===== src/rtl/rv32i_fetch.sv =====
// RV32I instruction fetch: single-outstanding read master with redirect,
// stale-response discard and a one-entry skid buffer toward the decoder.
module rv32i_fetch #(
   parameter logic [31:0] RV32I_RESET_VECTOR = 32'h0000_0000,
   parameter logic [31:0] RV32I_NOP          = 32'h0000_0013
) (
   input  logic        clk,
   input  logic        reset,
   input  logic        update_pc,
   input  logic [31:0] new_pc,
   input  logic        stall,
   output logic [31:0] imem_address,
   output logic        imem_read,
   input  logic        imem_waitrequest,
   input  logic [31:0] imem_readdata,
   input  logic        imem_readdatavalid,
   output logic [31:0] instr,
   output logic [31:0] pc,
   output logic        misaligned
);

   typedef enum logic [1:0] {
      S_REQ,
      S_WAIT,
      S_DISCARD
   } state_t;

   state_t      r_state;
   state_t      w_next;
   logic [31:0] r_fpc;
   logic        r_stale;
   logic [31:0] r_hold_addr;
   logic        r_skid_valid;
   logic [31:0] r_skid_word;
   logic [31:0] r_skid_pc;
   logic [31:0] r_instr;
   logic [31:0] r_pc;
   logic        r_misaligned;
   logic        w_read;
   logic        w_accept;
   logic        w_capture;
   logic        w_stale_set;

   always_ff @(posedge clk) begin
      if (reset) r_state <= S_REQ;
      else       r_state <= w_next;
   end

   always_comb begin
      w_next    = r_state;
      w_read    = 1'b0;
      w_accept  = 1'b0;
      w_capture = 1'b0;
      case (r_state)
         S_REQ: begin
            w_read   = ~r_skid_valid;
            w_accept = w_read & ~imem_waitrequest;
            if (w_accept) w_next = (r_stale | update_pc) ? S_DISCARD : S_WAIT;
         end
         S_WAIT: begin
            if (imem_readdatavalid) begin
               w_next    = S_REQ;
               w_capture = ~update_pc;
            end else if (update_pc) begin
               w_next = S_DISCARD;
            end
         end
         S_DISCARD: begin
            if (imem_readdatavalid) w_next = S_REQ;
         end
         default: w_next = S_REQ;
      endcase
   end

   // A redirect against a read the memory has not yet accepted must keep the
   // presented address stable; the response to it is discarded later.
   assign w_stale_set  = w_read & imem_waitrequest & update_pc;
   assign imem_read    = w_read;
   assign imem_address = r_stale ? r_hold_addr : r_fpc;

   always_ff @(posedge clk) begin
      if (reset) begin
         r_fpc        <= RV32I_RESET_VECTOR;
         r_stale      <= 1'b0;
         r_hold_addr  <= '0;
         r_skid_valid <= 1'b0;
         r_skid_word  <= '0;
         r_skid_pc    <= '0;
         r_instr      <= RV32I_NOP;
         r_pc         <= RV32I_RESET_VECTOR;
         r_misaligned <= 1'b0;
      end else begin
         r_misaligned <= update_pc & (|new_pc[1:0]);

         if (update_pc)      r_fpc <= {new_pc[31:2], 2'b00};
         else if (w_capture) r_fpc <= r_fpc + 32'd4;

         if (w_accept)         r_stale <= 1'b0;
         else if (w_stale_set) r_stale <= 1'b1;

         if (w_stale_set && !r_stale) r_hold_addr <= r_fpc;

         if (update_pc) begin
            r_instr      <= RV32I_NOP;
            r_skid_valid <= 1'b0;
         end else if (!stall) begin
            if (r_skid_valid) begin
               r_instr      <= r_skid_word;
               r_pc         <= r_skid_pc;
               r_skid_valid <= 1'b0;
            end else if (w_capture) begin
               r_instr <= imem_readdata;
               r_pc    <= r_fpc;
            end else begin
               r_instr <= RV32I_NOP;
            end
         end else if (w_capture) begin
            r_skid_valid <= 1'b1;
            r_skid_word  <= imem_readdata;
            r_skid_pc    <= r_fpc;
         end
      end
   end

   assign instr      = r_instr;
   assign pc         = r_pc;
   assign misaligned = r_misaligned;

endmodule


===== config.mk =====
export PLATFORM = sky130hd
export DESIGN_NAME = rv32i_fetch
export DESIGN_NICKNAME = d
export VERILOG_FILES = /design/src/rtl/rv32i_fetch.sv
export SDC_FILE = /design/constraint.sdc
export NUM_CORES = 1
export LEC_CHECK = 0
export ABC_CLOCK_PERIOD_IN_PS = 4600
export BUFFER_PORTS_ARGS = -buffer_cell sky130_fd_sc_hd__buf_2
export CORE_MARGIN = 3
export CORE_UTILIZATION = 45
export CTS_BUF_LIST = sky130_fd_sc_hd__clkbuf_2 sky130_fd_sc_hd__clkbuf_4 sky130_fd_sc_hd__clkbuf_8
export CTS_CLUSTER_SIZE = 40
export DETAILED_ROUTE_END_ITERATION = 10
export PLACE_DENSITY = 0.63
export RECOVER_POWER = 100
export SLEW_MARGIN = 25
export SYNTH_ARGS = -nofsm -noshare
export SYNTH_HDL_FRONTEND = slang
export SYNTH_SLANG_ARGS = --single-unit

===== constraint.sdc =====
create_clock -name clk -period 4.6 [get_ports clk]
set_input_delay 0 -clock clk [delete_from_list [all_inputs] [get_ports clk]]
set_output_delay 0 -clock clk [all_outputs]
set_load 0.01 [all_outputs]

======== After elaboration in Yosys (flattened, before gate mapping) ========
Index checks and enable logic that the tools add are counted.
cells by class
  reduce and logical (&&, ||, !) cells .... 12
  equality and inequality tests ........... 5
  add/subtract/negate cells ............... 1
  bitwise logic cells ..................... 9
  mux-type cells .......................... 17
operators by type and width
  operator                 number
  $mux W32                 7
  $add A32 B3 Y32 const B  1
  $mux W2                  5
  $reduce_and A3 Y1        3
  $pmux W2 S3              1
  $reduce_or A2 Y1         3
  $and A1 B1 Y1            4
  $mux W1                  4
  $ne A2 B2 Y1 const B     2
  $not A1 Y1               4
  $reduce_bool A2 Y1       2
  $ne A3 B3 Y1 const B     1
  $reduce_or A3 Y1         1
  $eq A2 B1 Y1 const B     1
  $eq A2 B2 Y1 const B     1
  $logic_not A2 Y1         1
  $logic_and A1 B1 Y1      1
  $logic_not A1 Y1         1
  $or A1 B1 Y1             1
word-level totals
  flip-flop bits (word level) ............. 197
  input bits .............................. 70
  output and inout bits ................... 98
  logic and storage cells ................. 55

======== Logic depth before layout (Yosys ltp) ========
  depth after elaboration ................. 5
  depth in mapped cells ................... 8
  mapped depth without buffers ............ 5

======== Least setup slack after synthesis ========
OpenSTA, ideal clock, no wires.
  kind .................................... register to register
  start ................................... reg r_fpc[8]
  end ..................................... reg r_fpc[31]
  cell stages (with the launch flop) ...... 6
  arrival ................................. 1.863 ns
  clock period less this slack ............ 1.954 ns
  path buffers ............................ 1
  slack ................................... 2.646 ns
  data required time ...................... 4.509 ns
  setup time .............................. 0.091 ns
  cell sequence ........................... dfxtp_1 > buf_2 > nand4_4 > or4_4 > or4_1 > a311oi_1
between the ends
  longest elaborated chain between the ends .. 3
RTL lines
  element                   RTL line  text
  start: declaration        30        logic [31:0] r_fpc;
  start signal: assignment  95        if (update_pc) r_fpc <= {new_pc[31:2], 2'b00};
  start signal: assignment  96        else if (w_capture) r_fpc <= r_fpc + 32'd4;
  $add A32 B3 Y32           96
  $mux W32                  96
  $mux W32                  95
No other way between the ends. The select of a mux whose other input is x is not followed.
A chain may end at the register's enable or synchronous reset.

======== Worst setup path in the final report ========
  start ................................... reg r_stale
  end ..................................... reg r_hold_addr[2]
between the ends
  longest elaborated chain between the ends .. 2
RTL lines
  element                   RTL line  text
  start: declaration        31        logic r_stale;
  start signal: assignment  84        r_stale <= 1'b0;
  start signal: assignment  98        if (w_accept) r_stale <= 1'b0;
  start signal: assignment  99        else if (w_stale_set) r_stale <= 1'b1;
  $logic_not A1 Y1          101       if (w_stale_set && !r_stale) r_hold_addr <= r_fpc;
  $logic_and A1 B1 Y1       101
  end signal: assignment    101
  end: declaration          32        logic [31:0] r_hold_addr;
No other way between the ends.

==> reports/qor.csv <==
metric,value,unit
synthFlopType,dfxtp_1,
required,4.84,ns
cts_max_level,4,
min_path_type,primary input to flip-flop,
ys_types,46,
cts_tree,built,
layout.nets,1224,
postRouteAntennaNets,0,
hold_viol,0,
drc,0,
syn_inst,991,
maxCapViolations,3,
path_clk_slew,0.09,ns
min_period,3.38,ns
peakVddDrop,0.189,mV
p_leak,3.35,nW
synth_top_area_cell,dfxtp_1,
total_power,0.00328,W
end_kind,flip-flop,
seq_area_frac_synth,45.4,%
start_util,46.1,%
grt_max_degree,100,
overflow,0,
via_per_inst,5.37,
fin_ws,1.22,ns
die-area,0.0202,mm^2
cts.sinks,189,
dp_hpwl,14100,um
synth_area,0.00834,mm^2
rsz0062_at_grt,no,
fin_skew,0.0115,ns
die_h,142,um
clockRootBuffer,clkbuf_8,
period_share,73.4,%
clk_latency,0.46,ns
finalSetupViolations,0,
routed-via-count,7492,
cts_buffers,17,
drt_iter0_drc,568,
ios,168,
grt_first_pass_wirelength,36200,um
synth_area_leaders,"dfxtp_1, nand2_1, mux2_2, a21oi_1, nor2_1",
finalMaxSlewViolations,169,
area_delta_synth_final,21.4,%
final_cells,1395,
synth_commonest_cells,"nand2_1, dfxtp_1, a21oi_1, nor2_1, clkbuf_1",
post-route-util,56.0,%
ys_ff_latch,189,
yosysMostFrequentCell,nand2_1,
power_per_cell_area,325,mW/mm^2
ys_warn_count,0,
fin_tns_setup,0,ns
portBuffers,163,
grt_usage,22.3,%
crit_path_start_kind,flip-flop,
first_global_vias,7003,
num_rows,49,
maxSlewHeadroom,-47.0,%
status,finished with violations,
antenna_found_initial,0,
path_max_fanout,37,
die_w,142,um
synth_edf_count,0,
coreArea,0.0181,mm^2
synth_top_area_share,45.4,%
tightest_slew,2.20,ns
dr.pass1.iters,5,
wl_per_cell,16.6,um
postSynthAreaPerCell,8.41,um^2
ff_latch_area,0.00378,mm^2
n_fill_cell,1705,
routed_wirelength,23100,um
multi_input_area,0.00414,mm^2
dp_cells,1296,
critPathKind,flip-flop to flip-flop,
worst_ep_arrival_time,3.61,ns
synthArstFlopShare,0,%
failed_checks,"capacitance limit, slew limit",
globalplace.congestion,0.784,
cts_setup_buffers,0,
pre_cts_slack,2.01,ns
timing.fmax,296,MHz
drive_gt1_share,15.1,%
cts_buffer_depth,2,
through the flow:
step / instance area (um^2) / hold slack [ns]
floorplan: 8350 / 0.117
global placement: 9150 / 0.252
detailed placement: 9150 / 0.260
CTS: 10200 / 0.00296
global route: 10100 / 0.0744
finish: 10100 / 0.0824
layout by cell type, fill, tap and decap left out, types with 7 or more instances in the layout:
| cell type | n |
|---|---|
| a2111oi_0 | 7 |
| a211oi_1 | 43 |
| a21oi_1 | 99 |
| a22oi_1 | 29 |
| a311oi_1 | 15 |
| buf_2 | 71 |
| clkbuf_1 | 94 |
| clkbuf_8 | 20 |
| dfxtp_1 | 189 |
| dlygate4sd3_1 | 67 |
| mux2_2 | 56 |
| mux2i_1 | 33 |
| nand2_1 | 205 |
| nand3_1 | 12 |
| nand4_1 | 7 |
| nor2_1 | 97 |
| nor3_1 | 8 |
| nor4_1 | 8 |
| o31ai_1 | 8 |
| or3_1 | 7 |
| or4_1 | 9 |
worst max-delay path: stages, from the launching register on:
cell	delay, ns
dfxtp_1	0.31
clkbuf_1	1.57
and4b_1	0.33
clkbuf_1	0.62
nand2_1	0.24
a21oi_1	0.09
cell type report:
class,instances,share of cell area [%]
multi-input combinational,699,40.9
clock inverter,9,1.57
sequential,189,37.4
antenna,1,0.0247
tap,229,2.83
clock buffer,22,2.87
timing repair buffer,240,14.1
inverter,6,0.223
flip-flops by register name, summed over array words and instances, names as in the netlist:
register	count
r_stale	1
r_hold_addr	30
r_state	2
r_skid_word	32
pc	30
r_skid_valid	1
misaligned	1
r_fpc	30
instr	32
r_skid_pc	30
final timing paths:
| check | cells past startpoint | to | from | slack, ns |
|---|---|---|---|---|
| worst max-delay path | 5 | r_hold_addr[2] | r_stale | 1.22 |
| worst min-delay path | 3 | r_fpc[25] | update_pc | 0.08 |
| worst max register to register | 5 | r_hold_addr[2] | r_stale | 1.22 |
| worst min register to register | 2 | r_skid_word[1] | r_skid_word[1] | 0.46 |
routing by layer:
metal / vias to the layer above / routed length, um / GRT usage, %
met5: - / 0 / 0
met4: 0 / 496 / 7.32
met3: 33 / 969 / 4.64
met2: 170 / 10900 / 35.7
met1: 3524 / 10800 / 30.1
li1: 3765 / - / -
what timing repair did:
item | in CTS | in global routing
hold buffers | 65 | 2
gates resized for setup | 0 | 0
endpoints found under the hold margin | 98 | 1
power breakdown:
| group | internal, W | switching, W | leakage [nW] |
|---|---|---|---|
| sequential | 0.00167 | 0.0000555 | 1.53 |
| clock | 0.000648 | 0.000583 | 0.223 |
| combinational | 0.000149 | 0.000178 | 1.59 |
cell families after synthesis:
| family | share of synthesized area [%] |
|---|---|
| xor+xnor | 1.16 |
| buf+inv | 5.15 |
| fa+ha+maj | 0.150 |
| mux | 11.7 |
| simple gates | 20.4 |
| other cells | 0.0450 |
| compound gates | 16.1 |
| flops | 45.4 |
(Power assumes the default switching activity.)
